$ cat src/rtl/tnn_pkg.sv
// tnn_pkg: shared widths, beat types and packer state encoding for the TNN datapath
package tnn_pkg;
  localparam int TNN_WORD_W = 64;
  localparam int TNN_BEAT_W = 512;
  localparam int TNN_LANES = 8;
  typedef logic [TNN_WORD_W-1:0] tnn_word_t;
  typedef logic [TNN_BEAT_W-1:0] tnn_beat_t;
  typedef logic [TNN_LANES-1:0] tnn_keep_t;
  typedef enum logic [1:0] {EMPTY, FILL, HOLD} pack_state_e;
endpackage

$ cat src/rtl/tnn_beat_reg.sv
// tnn_beat_reg: single-entry beat output register, holds its contents until the consumer takes it
module tnn_beat_reg
  import tnn_pkg::*;
(
  input  logic                  clk,
  input  logic                  rst,
  input  logic                  i_load,
  input  logic [TNN_BEAT_W-1:0] i_bits,
  input  logic [TNN_LANES-1:0]  i_keep,
  input  logic                  i_last,
  input  logic                  i_rdy,
  output logic [TNN_BEAT_W-1:0] o_bits,
  output logic [TNN_LANES-1:0]  o_keep,
  output logic                  o_last,
  output logic                  o_vld,
  output logic                  o_free
);
  assign o_free = !o_vld | i_rdy;
  // load a new beat when asked, otherwise drop valid once the consumer accepts
  always_ff @(posedge clk) begin
    if (rst) begin
      o_bits <= '0;
      o_keep <= '0;
      o_last <= 1'b0;
      o_vld <= 1'b0;
    end else if (i_load) begin
      o_bits <= i_bits;
      o_keep <= i_keep;
      o_last <= i_last;
      o_vld <= 1'b1;
    end else if (i_rdy) begin
      o_vld <= 1'b0;
    end
  end
endmodule

$ cat src/rtl/tnn_res_packer_64_to_512.sv
// tnn_res_packer_64_to_512: packs 64-bit result words into 512-bit beats; optional idle flush via TNN_PACK_TIMEOUT_FLUSH_EN
module tnn_res_packer_64_to_512
  import tnn_pkg::*;
#(
  parameter int WORD_W = 64,
  parameter int LANES = 8,
  parameter int FLUSH_TIMEOUT = 256
) (
  input  logic                      clk_a1,
  input  logic                      srst,
  input  logic [WORD_W-1:0]         s_bits,
  input  logic                      s_vld,
  input  logic                      s_last,
  output logic                      s_rdy,
  output logic [WORD_W*LANES-1:0]   m_bits,
  output logic [LANES-1:0]          m_keep,
  output logic                      m_last,
  output logic                      m_vld,
  input  logic                      m_rdy,
  output logic [31:0]               frame_cnt
);
  pack_state_e r_state;
  tnn_beat_t r_acc;
  tnn_keep_t r_keep;
  logic [2:0] r_cnt;
  logic r_hlast;
  logic w_acc_ok, w_free, w_hold, w_done, w_load, w_flush, w_last_n;
  tnn_beat_t w_acc_n;
  tnn_keep_t w_keep_n;
  assign w_acc_ok = s_vld & s_rdy;
  assign w_hold = r_state == HOLD;
  assign w_acc_n = w_acc_ok ? (r_acc | (tnn_beat_t'(s_bits) << {r_cnt, 6'd0})) : r_acc;
  assign w_keep_n = w_acc_ok ? (r_keep | (tnn_keep_t'(1) << r_cnt)) : r_keep;
  assign w_last_n = w_hold ? r_hlast : (w_acc_ok & s_last);
  assign w_done = !w_hold & ((w_acc_ok & ((r_cnt == 3'(LANES - 1)) | s_last)) | w_flush);
  assign w_load = w_free & (w_hold | w_done);
`ifdef TNN_PACK_TIMEOUT_FLUSH_EN
  logic [15:0] r_idle;
  assign w_flush = (r_state == FILL) && (r_idle == 16'(FLUSH_TIMEOUT));
  always_ff @(posedge clk_a1) begin
    if (srst | w_acc_ok | w_flush) r_idle <= '0;
    else if (r_state == FILL && !s_vld) r_idle <= r_idle + 16'd1;
  end
`else
  assign w_flush = 1'b0;
`endif
  always_ff @(posedge clk_a1) begin
    if (srst) begin
      r_state <= EMPTY;
      r_acc <= '0;
      r_keep <= '0;
      r_cnt <= '0;
      r_hlast <= 1'b0;
      s_rdy <= 1'b0;
    end else begin
      s_rdy <= !(w_hold | w_done) | w_free;
      if (w_load) begin
        r_state <= EMPTY;
        r_acc <= '0;
        r_keep <= '0;
        r_cnt <= '0;
        r_hlast <= 1'b0;
      end else if (w_done) begin
        r_state <= HOLD;
        r_acc <= w_acc_n;
        r_keep <= w_keep_n;
        r_hlast <= w_last_n;
      end else if (w_acc_ok) begin
        r_state <= FILL;
        r_acc <= w_acc_n;
        r_keep <= w_keep_n;
        r_cnt <= r_cnt + 3'd1;
      end
    end
  end
  always_ff @(posedge clk_a1) begin
    if (srst) frame_cnt <= '0;
    else if (m_vld & m_rdy & m_last) frame_cnt <= frame_cnt + 32'd1;
  end
  tnn_beat_reg u_out (
    .clk(clk_a1),
    .rst(srst),
    .i_load(w_load),
    .i_bits(w_acc_n),
    .i_keep(w_keep_n),
    .i_last(w_last_n),
    .i_rdy(m_rdy),
    .o_bits(m_bits),
    .o_keep(m_keep),
    .o_last(m_last),
    .o_vld(m_vld),
    .o_free(w_free)
  );
endmodule
$ cat config.mk
export PLATFORM = sky130hd
export DESIGN_NAME = tnn_res_packer_64_to_512
export DESIGN_NICKNAME = d
export VERILOG_FILES = /design/src/rtl/tnn_pkg.sv /design/src/rtl/tnn_beat_reg.sv /design/src/rtl/tnn_res_packer_64_to_512.sv
export SDC_FILE = /design/constraint.sdc
export NUM_CORES = 2
export LEC_CHECK = 0
export BUFFER_PORTS_ARGS = -buffer_cell sky130_fd_sc_hd__buf_2
export CORE_MARGIN = 1
export CORE_UTILIZATION = 25
export CTS_CLUSTER_DIAMETER = 40
export DETAILED_ROUTE_END_ITERATION = 10
export SLEW_MARGIN = 10
export SYNTH_ARGS = -nofsm -noshare
export SYNTH_HDL_FRONTEND = slang
export SYNTH_SLANG_ARGS = --single-unit
$ cat constraint.sdc
create_clock -name clk_a1 -period 2.05 [get_ports clk_a1]
set_input_delay 0.205 -clock clk_a1 [delete_from_list [all_inputs] [get_ports clk_a1]]
set_output_delay 0.205 -clock clk_a1 [all_outputs]
set_load 0.05 [all_outputs]
==> metrics <==
buffer cell driving the clock tree root sky130_fd_sc_hd__clkbuf_16; post-route design area 47,700 um^2; first-pass GRT wire length between 150,000 and 200,000 um; mean post-synth cell area ~9.5 um^2; growth of design area from synthesis to finish 35.7%; setup-violating endpoint count in the final report 52; Yosys warnings 0; first-pass iteration count of the detailed router 5; status finished with violations; register-to-register path setup slack -0.03 ns; all-layer global routing usage 15.4%; timing startpoint of the critical path r_cnt[0]; count of different cell masters after synthesis 37; class of the tightest hold or removal check primary input to flop; GRT overflow 0; clock insertion delay at the later pin of the skew report roughly 0.76 ns; maximum frequency from static timing analysis 481 MHz; routed vias 29,100; Sum Neg Setup Slack -0.423 ns; P_int slightly below 40 mW; period utilisation layout 101%; filler cell count in the final layout between 10,000 and 15,000; cell count after synthesis roughly 3,700; Routed wire per std cell about 19 um; total cell area at the placement stage slightly above 40,000 um^2; number of antenna violations at the first check in global routing 0; IO buf count around 620; kind of start point of the critical path flop; diode insertion count for antenna repair 0; CTS sink count roughly 1,100; maximum number of pins on one net before global-route repair 146; area of the mapped netlist roughly 35,000 um^2; num ports roughly 620; WP data arrival 2.74 ns; Worst Max-Slew Pin Slew 0.738 ns; category of the critical setup timing path flop to flop; final worst setup slack -0.0286 ns; pwr dens roughly 1200 nW/um^2; number of routed nets with antenna violations 0; Net Switching between 15 and 20 mW; number of failing hold endpoints at the final stage 0; Iter 0 DRT Violations between 1,500 and 2,000; proportion of power drawn by flip-flops and latches between 40% and 50%; capturing point of the worst reg2reg path u_out.o_bits[363]; number of standard-cell rows in the floorplan 137; max-slew violation count 0; htree depth 4; estimated wirelength of the detail-placed design 75,500 um; worst voltage drop across the vdd grid about 0.83 mV; layout cell share with drive strength beyond 1 25.6%; total nets after synthesis roughly 3,800; final worst path period need approximately 2.1 ns; flops & latches, synth about 1,100; Comb pwr share 13.4%; clock network fraction of total power between 40% and 50%; Worst Path Max Fanout 19; Core Box Area approximately 140,000 um^2; RSZ-0062 raised after global routing yes; Clock Skews around 0.026 ns; headroom to the max-slew limit roughly 51%; sequential element share of the synthesized area about three fifths; count of nets after finishing 4,448; Sw Share just under 30%; required time of the worst setup path 2.72 ns; number of global-route vias before repair 27,000; Critical path destination u_out.o_bits[363]; standby leakage power roughly 19 nW; die outline height approximately 380 um; startpoint of the most critical register-to-register path r_cnt[0]; clock edge transition at the registers on the reported setup and hold paths about 0.060 ns; count of flip-flops with a built-in enable after synthesis 0; number of max-cap violations 0; last weighted congestion value of the routability-driven placer ~0.82; DRC 0; Hold Path Cell Cnt 3; violations in the final reports negative setup slack; Starting Density approximately a quarter; TritonCTS clock tree done; total wire length after detailed routing 118,000 um; ys async rst share 0%; worst r2r path cells 10; most common flop cell mapped by yosys sky130_fd_sc_hd__dfxtp_1; die boundary width around 380 um; routed vias/inst ~4.6; number of CTS-inserted buffers around 150; DIE AREA around 140,000 um^2; maximum buffer depth of the clock tree 3; Crit. End Element flop; worst slack on hold paths 0.354 ns
metal layers:
metal	vias to the layer above	global-route usage [%]	routed length, um
li1	14000	-	-
met4	0	5.97	3440
met1	14000	19.3	51900
met2	813	24.9	55500
met5	-	0	0
met3	193	4.23	7350
registers in the layout, summed over array words and instances (netlist names), 2 cells and up:
| register | flops |
|---|---|
| frame_cnt | 32 |
| r_acc | 512 |
| r_cnt | 3 |
| r_keep | 8 |
| r_state | 2 |
| u_out.o_bits | 512 |
| u_out.o_keep | 8 |
synthesized netlist by cell type, types with 4 or more instances:
cell	instances	area [um^2]
sky130_fd_sc_hd__dfxtp_1	1081	21600
sky130_fd_sc_hd__nor2_1	1079	4050
sky130_fd_sc_hd__a21oi_1	531	2660
sky130_fd_sc_hd__a211oi_1	519	3900
sky130_fd_sc_hd__buf_2	160	801
sky130_fd_sc_hd__clkbuf_1	117	439
sky130_fd_sc_hd__buf_6	50	563
sky130_fd_sc_hd__xor2_1	21	184
sky130_fd_sc_hd__buf_4	20	150
sky130_fd_sc_hd__nand4_1	15	93.8
sky130_fd_sc_hd__nand2_1	13	48.8
sky130_fd_sc_hd__o21ai_0	9	45.0
sky130_fd_sc_hd__nand3_1	8	40.0
sky130_fd_sc_hd__ha_1	7	87.6
sky130_fd_sc_hd__nor2_2	7	43.8
sky130_fd_sc_hd__or3_1	7	43.8
sky130_fd_sc_hd__and3_1	5	31.3
sky130_fd_sc_hd__buf_1	5	18.8
sky130_fd_sc_hd__xnor2_1	5	43.8
sky130_fd_sc_hd__and2_1	4	25.0
sky130_fd_sc_hd__inv_1	4	15.0
power by group through the flow:
stage	clock (mW)	combinational (mW)	sequential, mW
after floorplan	0	2.17	25.5
after global placement	0	6.89	22.9
after detailed placement	0	6.94	22.9
after CTS	26.5	7.07	22.5
after global routing	27.3	7.91	22.5
final	25.9	7.47	22.5
cell type report:
class / instances / area [um^2] / share of cell area [%]
sequential: 1081 / 21600 / 45.4
timing repair buffer: 886 / 6790 / 14.2
clock inverter: 87 / 1140 / 2.39
tap: 1876 / 2350 / 4.92
multi-input combinational: 2254 / 11900 / 24.8
clock buffer: 175 / 3920 / 8.22
inverter: 4 / 15.0 / 0.0315
worst min-delay path by stage:
stage	start	endpoint	slack [ns]
after global placement	r_acc[167]	r_acc[167]	0.43
final	srst	frame_cnt[26]	0.35
after CTS	srst	frame_cnt[26]	0.27
after floorplan	s_last	r_hlast	0.41
after detailed placement	r_acc[285]	r_acc[285]	0.44
after global routing	srst	frame_cnt[26]	0.32
through the flow:
step	setup WS, ns	std cells	util, %	power (mW)
2_1_floorplan	0.00895	3691	-	27.7
3_3_place_gp	0.0190	5994	29.2	29.8
3_5_place_dp	-0.0111	5994	29.2	29.8
4_1_cts	0.00114	6326	33.3	56.0
5_1_grt	-0.126	6363	34.2	57.8
6_report	-0.0286	6363	34.2	55.9
cell families after synthesis:
family	count (synthesis)	share of synthesized area [%]
multiplexers	1	0.0285
AND/OR/NAND/NOR	1155	12.9
AO/OA/AOI/OAI	1065	18.9
flip-flops	1081	61.6
buffers and inverters	356	5.65
XOR/XNOR	26	0.648
adder cells (fa/ha/maj)	7	0.249
critical path: stages, from the launching register on:
cell,delay (ns)
sky130_fd_sc_hd__dfxtp_2,0.37
sky130_fd_sc_hd__ha_4,0.16
sky130_fd_sc_hd__ha_4,0.13
sky130_fd_sc_hd__nor2_2,0.04
sky130_fd_sc_hd__o21a_1,0.19
sky130_fd_sc_hd__nor2_4,0.22
sky130_fd_sc_hd__buf_12,0.18
sky130_fd_sc_hd__buf_16,0.19
sky130_fd_sc_hd__buf_4,0.20
sky130_fd_sc_hd__nor2_1,0.05
sky130_fd_sc_hd__a211oi_1,0.21
timing repair:
item	CTS	global route
buffers inserted	2	13
resized for setup	1	95
pin swaps	2	10
endpoints found under the hold margin	1031	0
endpoints found under the setup margin	26	872
hold buffers	68	0
cloned	0	24
cells in the final DEF (no fill, tap or decap), types with 5 or more instances in the layout:
master	instances
sky130_fd_sc_hd__xor2_1	21
sky130_fd_sc_hd__buf_4	87
sky130_fd_sc_hd__clkinv_4	10
sky130_fd_sc_hd__dlygate4sd3_1	68
sky130_fd_sc_hd__inv_8	8
sky130_fd_sc_hd__clkinv_2	13
sky130_fd_sc_hd__clkbuf_8	14
sky130_fd_sc_hd__nand2_1	13
sky130_fd_sc_hd__nor2_4	7
sky130_fd_sc_hd__clkbuf_16	171
sky130_fd_sc_hd__a211oi_1	467
sky130_fd_sc_hd__bufinv_16	13
sky130_fd_sc_hd__dfxtp_1	1076
sky130_fd_sc_hd__buf_6	9
sky130_fd_sc_hd__nand3_1	7
sky130_fd_sc_hd__a21oi_1	531
sky130_fd_sc_hd__buf_16	20
sky130_fd_sc_hd__and3_1	5
sky130_fd_sc_hd__nor2_1	1076
sky130_fd_sc_hd__dfxtp_2	5
sky130_fd_sc_hd__o21ai_0	9
sky130_fd_sc_hd__buf_2	622
sky130_fd_sc_hd__inv_6	20
sky130_fd_sc_hd__clkinvlp_4	13
sky130_fd_sc_hd__or3_1	7
sky130_fd_sc_hd__clkinv_16	5
sky130_fd_sc_hd__ha_1	5
sky130_fd_sc_hd__buf_12	51
sky130_fd_sc_hd__a211oi_2	55
sky130_fd_sc_hd__xnor2_1	5
sky130_fd_sc_hd__nand4_1	15
sky130_fd_sc_hd__clkbuf_1	14
No activity file was read; power rests on OpenSTA's default activity.
